**src/rtl/uart_tx_pkg.sv**
```systemverilog
// Shared types and line-mux encodings for the UART transmit controller.
// The PARITY state only exists when UART_TX_PARITY_EN is defined.
package uart_tx_pkg;

  typedef enum logic [2:0] {
    IDLE  = 3'd0,
    START = 3'd1,
    DATA  = 3'd2,
    STOP  = 3'd3
`ifdef UART_TX_PARITY_EN
    , PARITY = 3'd4
`endif
  } state_t;

  localparam logic [2:0] SEL_IDLE  = 3'd0;
  localparam logic [2:0] SEL_START = 3'd1;
  localparam logic [2:0] SEL_STP   = 3'd2;
  localparam logic [2:0] SEL_SRL   = 3'd3;
  localparam logic [2:0] SEL_PAR   = 3'd4;

endpackage

```
**src/rtl/uart_tx_if.sv**
```systemverilog
// Frame request, serializer handshake and line outputs of the UART transmit controller.
// master = requester/serializer side, slave = the controller.
interface uart_tx_if #(parameter int WIDTH = 8);

  logic [WIDTH-1:0] p_data;
  logic             data_valid;
  logic             par_en;
  logic             par_typ;
  logic             ser_data;
  logic             ser_load;
  logic             ser_en;
  logic [2:0]       mux_sel;
  logic             tx_out;
  logic             busy;

  modport master (
    output p_data, data_valid, par_en, par_typ, ser_data,
    input  ser_load, ser_en, mux_sel, tx_out, busy
  );

  modport slave (
    input  p_data, data_valid, par_en, par_typ, ser_data,
    output ser_load, ser_en, mux_sel, tx_out, busy
  );

endinterface

```
**src/rtl/parity_calc.sv**
```systemverilog
// Combinational parity of a WIDTH-bit word; odd=1 inverts the even (XOR) result.
// Only compiled when UART_TX_PARITY_EN is defined.
`ifdef UART_TX_PARITY_EN
module parity_calc #(
  parameter int WIDTH = 8
) (
  input  logic [WIDTH-1:0] data,
  input  logic             odd,
  output logic             par
);

  assign par = (^data) ^ odd;

endmodule
`endif

```
**src/rtl/uart_tx_ctrl.sv**
```systemverilog
// UART transmit frame controller: start, WIDTH data bits (LSB first), optional parity, stop.
// Parity support is built only with UART_TX_PARITY_EN defined.
module uart_tx_ctrl
  import uart_tx_pkg::*;
#(
  parameter int WIDTH = 8
) (
  input  logic clk,
  input  logic rst,
  uart_tx_if.slave bus
);

  localparam int CW = (WIDTH > 1) ? $clog2(WIDTH) : 1;
  localparam logic [CW-1:0] LAST = CW'(WIDTH - 1);

  state_t        state, state_nxt;
  logic [CW-1:0] cnt;
  logic          accept;

  // Requests are only honoured where a new frame may begin.
  assign accept = ((state == IDLE) || (state == STOP)) && bus.data_valid;

`ifdef UART_TX_PARITY_EN
  logic par_bit;
  logic par_q;
  logic par_en_q;

  parity_calc #(.WIDTH(WIDTH)) u_parity (
    .data (bus.p_data),
    .odd  (bus.par_typ),
    .par  (par_bit)
  );

  always_ff @(posedge clk or posedge rst) begin
    if (rst) begin
      par_q    <= 1'b0;
      par_en_q <= 1'b0;
    end else if (accept) begin
      par_q    <= par_bit;
      par_en_q <= bus.par_en;
    end
  end
`else
  logic unused_par;
  assign unused_par = bus.par_en ^ bus.par_typ;
`endif

  always_ff @(posedge clk or posedge rst) begin
    if (rst) begin
      state <= IDLE;
      cnt   <= '0;
    end else begin
      state <= state_nxt;
      if (state == START)
        cnt <= '0;
      else if ((state == DATA) && (cnt != LAST))
        cnt <= cnt + CW'(1);
    end
  end

  always_comb begin
    state_nxt    = state;
    bus.ser_load = 1'b0;
    bus.ser_en   = 1'b0;
    bus.mux_sel  = SEL_IDLE;
    bus.tx_out   = 1'b1;
    bus.busy     = 1'b1;
    case (state)
      IDLE: begin
        bus.busy     = 1'b0;
        bus.ser_load = bus.data_valid;
        if (bus.data_valid)
          state_nxt = START;
      end
      START: begin
        bus.mux_sel = SEL_START;
        bus.tx_out  = 1'b0;
        state_nxt   = DATA;
      end
      DATA: begin
        bus.mux_sel = SEL_SRL;
        bus.tx_out  = bus.ser_data;
        bus.ser_en  = 1'b1;
        if (cnt == LAST) begin
`ifdef UART_TX_PARITY_EN
          state_nxt = par_en_q ? PARITY : STOP;
`else
          state_nxt = STOP;
`endif
        end
      end
`ifdef UART_TX_PARITY_EN
      PARITY: begin
        bus.mux_sel = SEL_PAR;
        bus.tx_out  = par_q;
        state_nxt   = STOP;
      end
`endif
      STOP: begin
        bus.mux_sel  = SEL_STP;
        bus.ser_load = bus.data_valid;
        state_nxt    = bus.data_valid ? START : IDLE;
      end
      default: begin
        bus.busy  = 1'b0;
        state_nxt = IDLE;
      end
    endcase
  end

endmodule

```
**src/flat_wrapper.sv**
```systemverilog
// flat-port wrapper written by rule: the top's interface ports become plain ports
module uart_tx_ctrl_flat import uart_tx_pkg::*;
#(
  parameter int WIDTH = 8
)
  (clk, rst, bus_p_data, bus_data_valid, bus_par_en, bus_par_typ, bus_ser_data, bus_ser_load, bus_ser_en, bus_mux_sel, bus_tx_out, bus_busy);
  uart_tx_if #(.WIDTH(WIDTH)) bus_i ();
  input  logic clk;
  input  logic rst;
  input wire logic [$bits(bus_i.p_data)-1:0] bus_p_data;
  input wire logic [$bits(bus_i.data_valid)-1:0] bus_data_valid;
  input wire logic [$bits(bus_i.par_en)-1:0] bus_par_en;
  input wire logic [$bits(bus_i.par_typ)-1:0] bus_par_typ;
  input wire logic [$bits(bus_i.ser_data)-1:0] bus_ser_data;
  output wire logic [$bits(bus_i.ser_load)-1:0] bus_ser_load;
  output wire logic [$bits(bus_i.ser_en)-1:0] bus_ser_en;
  output wire logic [$bits(bus_i.mux_sel)-1:0] bus_mux_sel;
  output wire logic [$bits(bus_i.tx_out)-1:0] bus_tx_out;
  output wire logic [$bits(bus_i.busy)-1:0] bus_busy;
  assign bus_i.p_data = bus_p_data;
  assign bus_i.data_valid = bus_data_valid;
  assign bus_i.par_en = bus_par_en;
  assign bus_i.par_typ = bus_par_typ;
  assign bus_i.ser_data = bus_ser_data;
  assign bus_ser_load = bus_i.ser_load;
  assign bus_ser_en = bus_i.ser_en;
  assign bus_mux_sel = bus_i.mux_sel;
  assign bus_tx_out = bus_i.tx_out;
  assign bus_busy = bus_i.busy;
  uart_tx_ctrl #(.WIDTH(WIDTH)) u_core (.clk(clk), .rst(rst), .bus(bus_i));
endmodule
```
**config.mk**
```make
export PLATFORM = sky130hd
export DESIGN_NAME = uart_tx_ctrl_flat
export DESIGN_NICKNAME = d
export VERILOG_FILES = /design/src/rtl/uart_tx_pkg.sv /design/src/rtl/uart_tx_if.sv /design/src/rtl/parity_calc.sv /design/src/rtl/uart_tx_ctrl.sv /design/src/flat_wrapper.sv
export SDC_FILE = /design/constraint.sdc
export NUM_CORES = 1
export LEC_CHECK = 0
export ABC_AREA = 1
export CAP_MARGIN = 20
export CORE_AREA = 2 2 39 41
export DETAILED_ROUTE_END_ITERATION = 10
export DIE_AREA = 0 0 41 43
export SLEW_MARGIN = 20
export SYNTH_ARGS = -nofsm -noshare
export SYNTH_HDL_FRONTEND = slang
export SYNTH_SLANG_ARGS = --single-unit
```
**constraint.sdc**
```tcl
create_clock -name clk -period 1.5 [get_ports clk]
set_input_delay 0.3 -clock clk [delete_from_list [all_inputs] [get_ports clk]]
set_output_delay 0.3 -clock clk [all_outputs]
set_load 0.05 [all_outputs]
```
==> results of run 1 <==
-- cell families after synthesis --
group / Yosys count / synth area share (%)
AO/OA/AOI/OAI: 1 / 1.30
other: 1 / 0.976
AND/OR/NAND/NOR: 26 / 29.6
flip-flops: 5 / 32.6
adder cells (fa/ha/maj): 7 / 22.8
buffers and inverters: 10 / 12.7
-- final timing paths --
kind / endpoint / slack, ns
setup / recovery: bus_tx_out / -0.07
hold / removal: u_core.cnt[2] / 0.25
setup reg to reg: u_core.cnt[0] / 0.13
hold reg to reg: u_core.cnt[1] / 0.52
max in group asynchronous: u_core.state[1] / 1.07
min in group clk: u_core.cnt[1] / 0.52
-- cell usage in the layout (no fill, tap or decap), types with 2 or more instances in the layout --
cell and instances:
nor2_1 2, ha_1 3, clkbuf_4 3, buf_4 3, buf_12 6, nand3_1 7, nor2_4 3, dfrtp_1 4
nand2_2 3, inv_1 4, ha_4 4, nand2_1 10, clkdlybuf4s50_1 3, inv_2 2, buf_6 3
-- critical path, stage by stage, from the launching register on --
cell,delay (ns)
dfrtp_2,0.43
buf_6,0.13
ha_4,0.18
nand2_2,0.09
o21ai_4,0.06
buf_12,0.14
-- area by class of cell --
class | count | share of cell area (%)
Clock buffer | 4 | 3.70
Inverter | 8 | 4.76
Timing Repair Buffer | 15 | 29.1
Tap cell | 16 | 2.82
Sequential cell | 5 | 17.8
Multi-Input combinational cell | 35 | 41.8
-- registers in the layout, indices dropped and copies added (netlist names) --
| name | cells |
|---|---|
| u_core.state | 2 |
| u_core.cnt | 3 |
-- per-stage QoR --
stage               TNS, ns  worst slack [ns]  std cells  hold slack (ns)
floorplan                 0           0.00819         50           0.0785
global placement          0            0.0328         75            0.503
detailed placement        0            0.0333         75            0.503
CTS                  -0.285           -0.0911         83            0.246
global route         -0.558            -0.122         83            0.277
finish               -0.313           -0.0734         83            0.252
-- layer usage --
metal / up-vias / track usage (%)
met2: 9 / 17.5
met3: 2 / 3.14
met5: - / 0
li1: 186 / -
met4: 0 / 10.7
met1: 162 / 13.8
-- timing repair --
item | in CTS | in global routing
setup buffers | 4 | 0
setup endpoints to repair | 5 | 5
pin swaps | 3 | 1
resized for setup | 13 | 2
==> flow_summary.yaml, run 1 <==
outcome:
  outcome: "complete, but fails checks"
  failed_checks: "negative setup slack"
synth:
  synth_top_area_share_pct: 32.6
  synth-async-reset-ratio_pct: 100
  avgSynthCellArea_um2: 7.68
  synth_edf_count: 0
  ys_types: 13
  synth-seq-area-share_pct: 32.6
  synth_ff_type: "dfrtp_1"
  synth_common_cells: "nand2_1 (11), ha_1 (7), nand3_1 (7)"
  synthTopCellsByArea: "dfrtp_1 (33%), ha_1 (23%), nand2_1 (11%)"
  synth_top_cell_by_area: "dfrtp_1"
  synth_area_um2: 384
  yosysMostFrequentCell: "nand2_1"
  synthCells: 50
  syn_nets: 71
  ys_warn_count: 0
  ys_seq_elements: 5
place:
  hpwlAfterDp_um: 562
  postPlaceCellArea_um2: 586
  gp_congestion: 0.767
  io_buffers: 9
clock_network:
  h-tree-depth: 1
  path_clk_slew_ns: 0.04
  clock-sinks: 5
  cts_tree: "built"
  cts_buffers: 3
  insertion_delay_ns: 0.23
  cts_root_buffer: "clkbuf_4"
  hold_buffers: 0
  cts_buffer_depth: 2
timing:
  setup_violations: 5
  fin_crit_ns: 1.57
  hold_viol: 0
  fin_crit_sh_pct: 105
  max_freq_mhz: 636
  rsz0062_at_grt: "true"
  maxSlewViolCount: 0
  worst_slack_ns: -0.0734
  clock_skew_ns: 0.000704
detailed_routing:
  num_vias: 359
  dr.max_layer_used: "met4"
  via_per_inst: 4.33
  drtAntennaViolNets: 0
  drc: 0
  wl_met1_um: 288
  wl_um: 779
  wl_met3_um: 27
  drtIter0Drc: 2
  firstDrtPassIters: 2
  wl_per_cell_um: 9.39
  wl_met2_um: 441
grt:
  globalRouteTotalUtil_pct: 12.1
  antenna_found_initial: 0
  grt_overflow: 0
  grt_pass1_vias: 359
  grt_max_degree: 7
  grt_first_pass_wirelength_mm: 1.39
cells_and_area:
  ff_latch_area_um2: 126
  nets: 89
  antenna_cells: 0
  area_growth_pct: 84.7
  drive_gt1_share_pct: 47.8
  fin_area_um2: 709
  postLayoutCoreUtil_pct: 51.3
  num-fill-cells: 135
  multi_input_area_um2: 297
die:
  die_h_um: 43
  initial_core_util_pct: 27.8
  fp.dieW_um: 41
  num_rows: 14
  die_area_mm2: 0.00176
  io_pins: 21
  core_area_mm2: 0.00138
worst_setup_path:
  r2r_start: "u_core.state[1]"
  critical_path_class: "register to primary output"
  startpoint: "u_core.state[1]"
  path_max_fanout: 6
  cp.arrival_ns: 1.27
  cp.required_ns: 1.20
  cp-end-kind: "primary output"
  start_kind: "register"
  ff2ff_path_depth: 7
min_path:
  hold_path.class: "primary input to asynchronous set/reset pin"
run:
  drv_cap: 0
Power of run 1 is left out: the tool's default activity adds up to more than one toggle a clock period on the data nets, which glitch-free logic cannot reach.
==> run 2, diff against run 1 <==
--- a/config.mk
+++ b/config.mk
@@ -10,6 +10,7 @@
 export CORE_AREA = 2 2 39 41
 export DETAILED_ROUTE_END_ITERATION = 10
 export DIE_AREA = 0 0 41 43
+export PLACE_DENSITY = 0.6
 export SLEW_MARGIN = 20
 export SYNTH_ARGS = -nofsm -noshare
 export SYNTH_HDL_FRONTEND = slang
==> results of run 2 <==
No change in the layout: final DEF, timing and power equal those of run 1.
Power of run 2 is left out for the same reason.
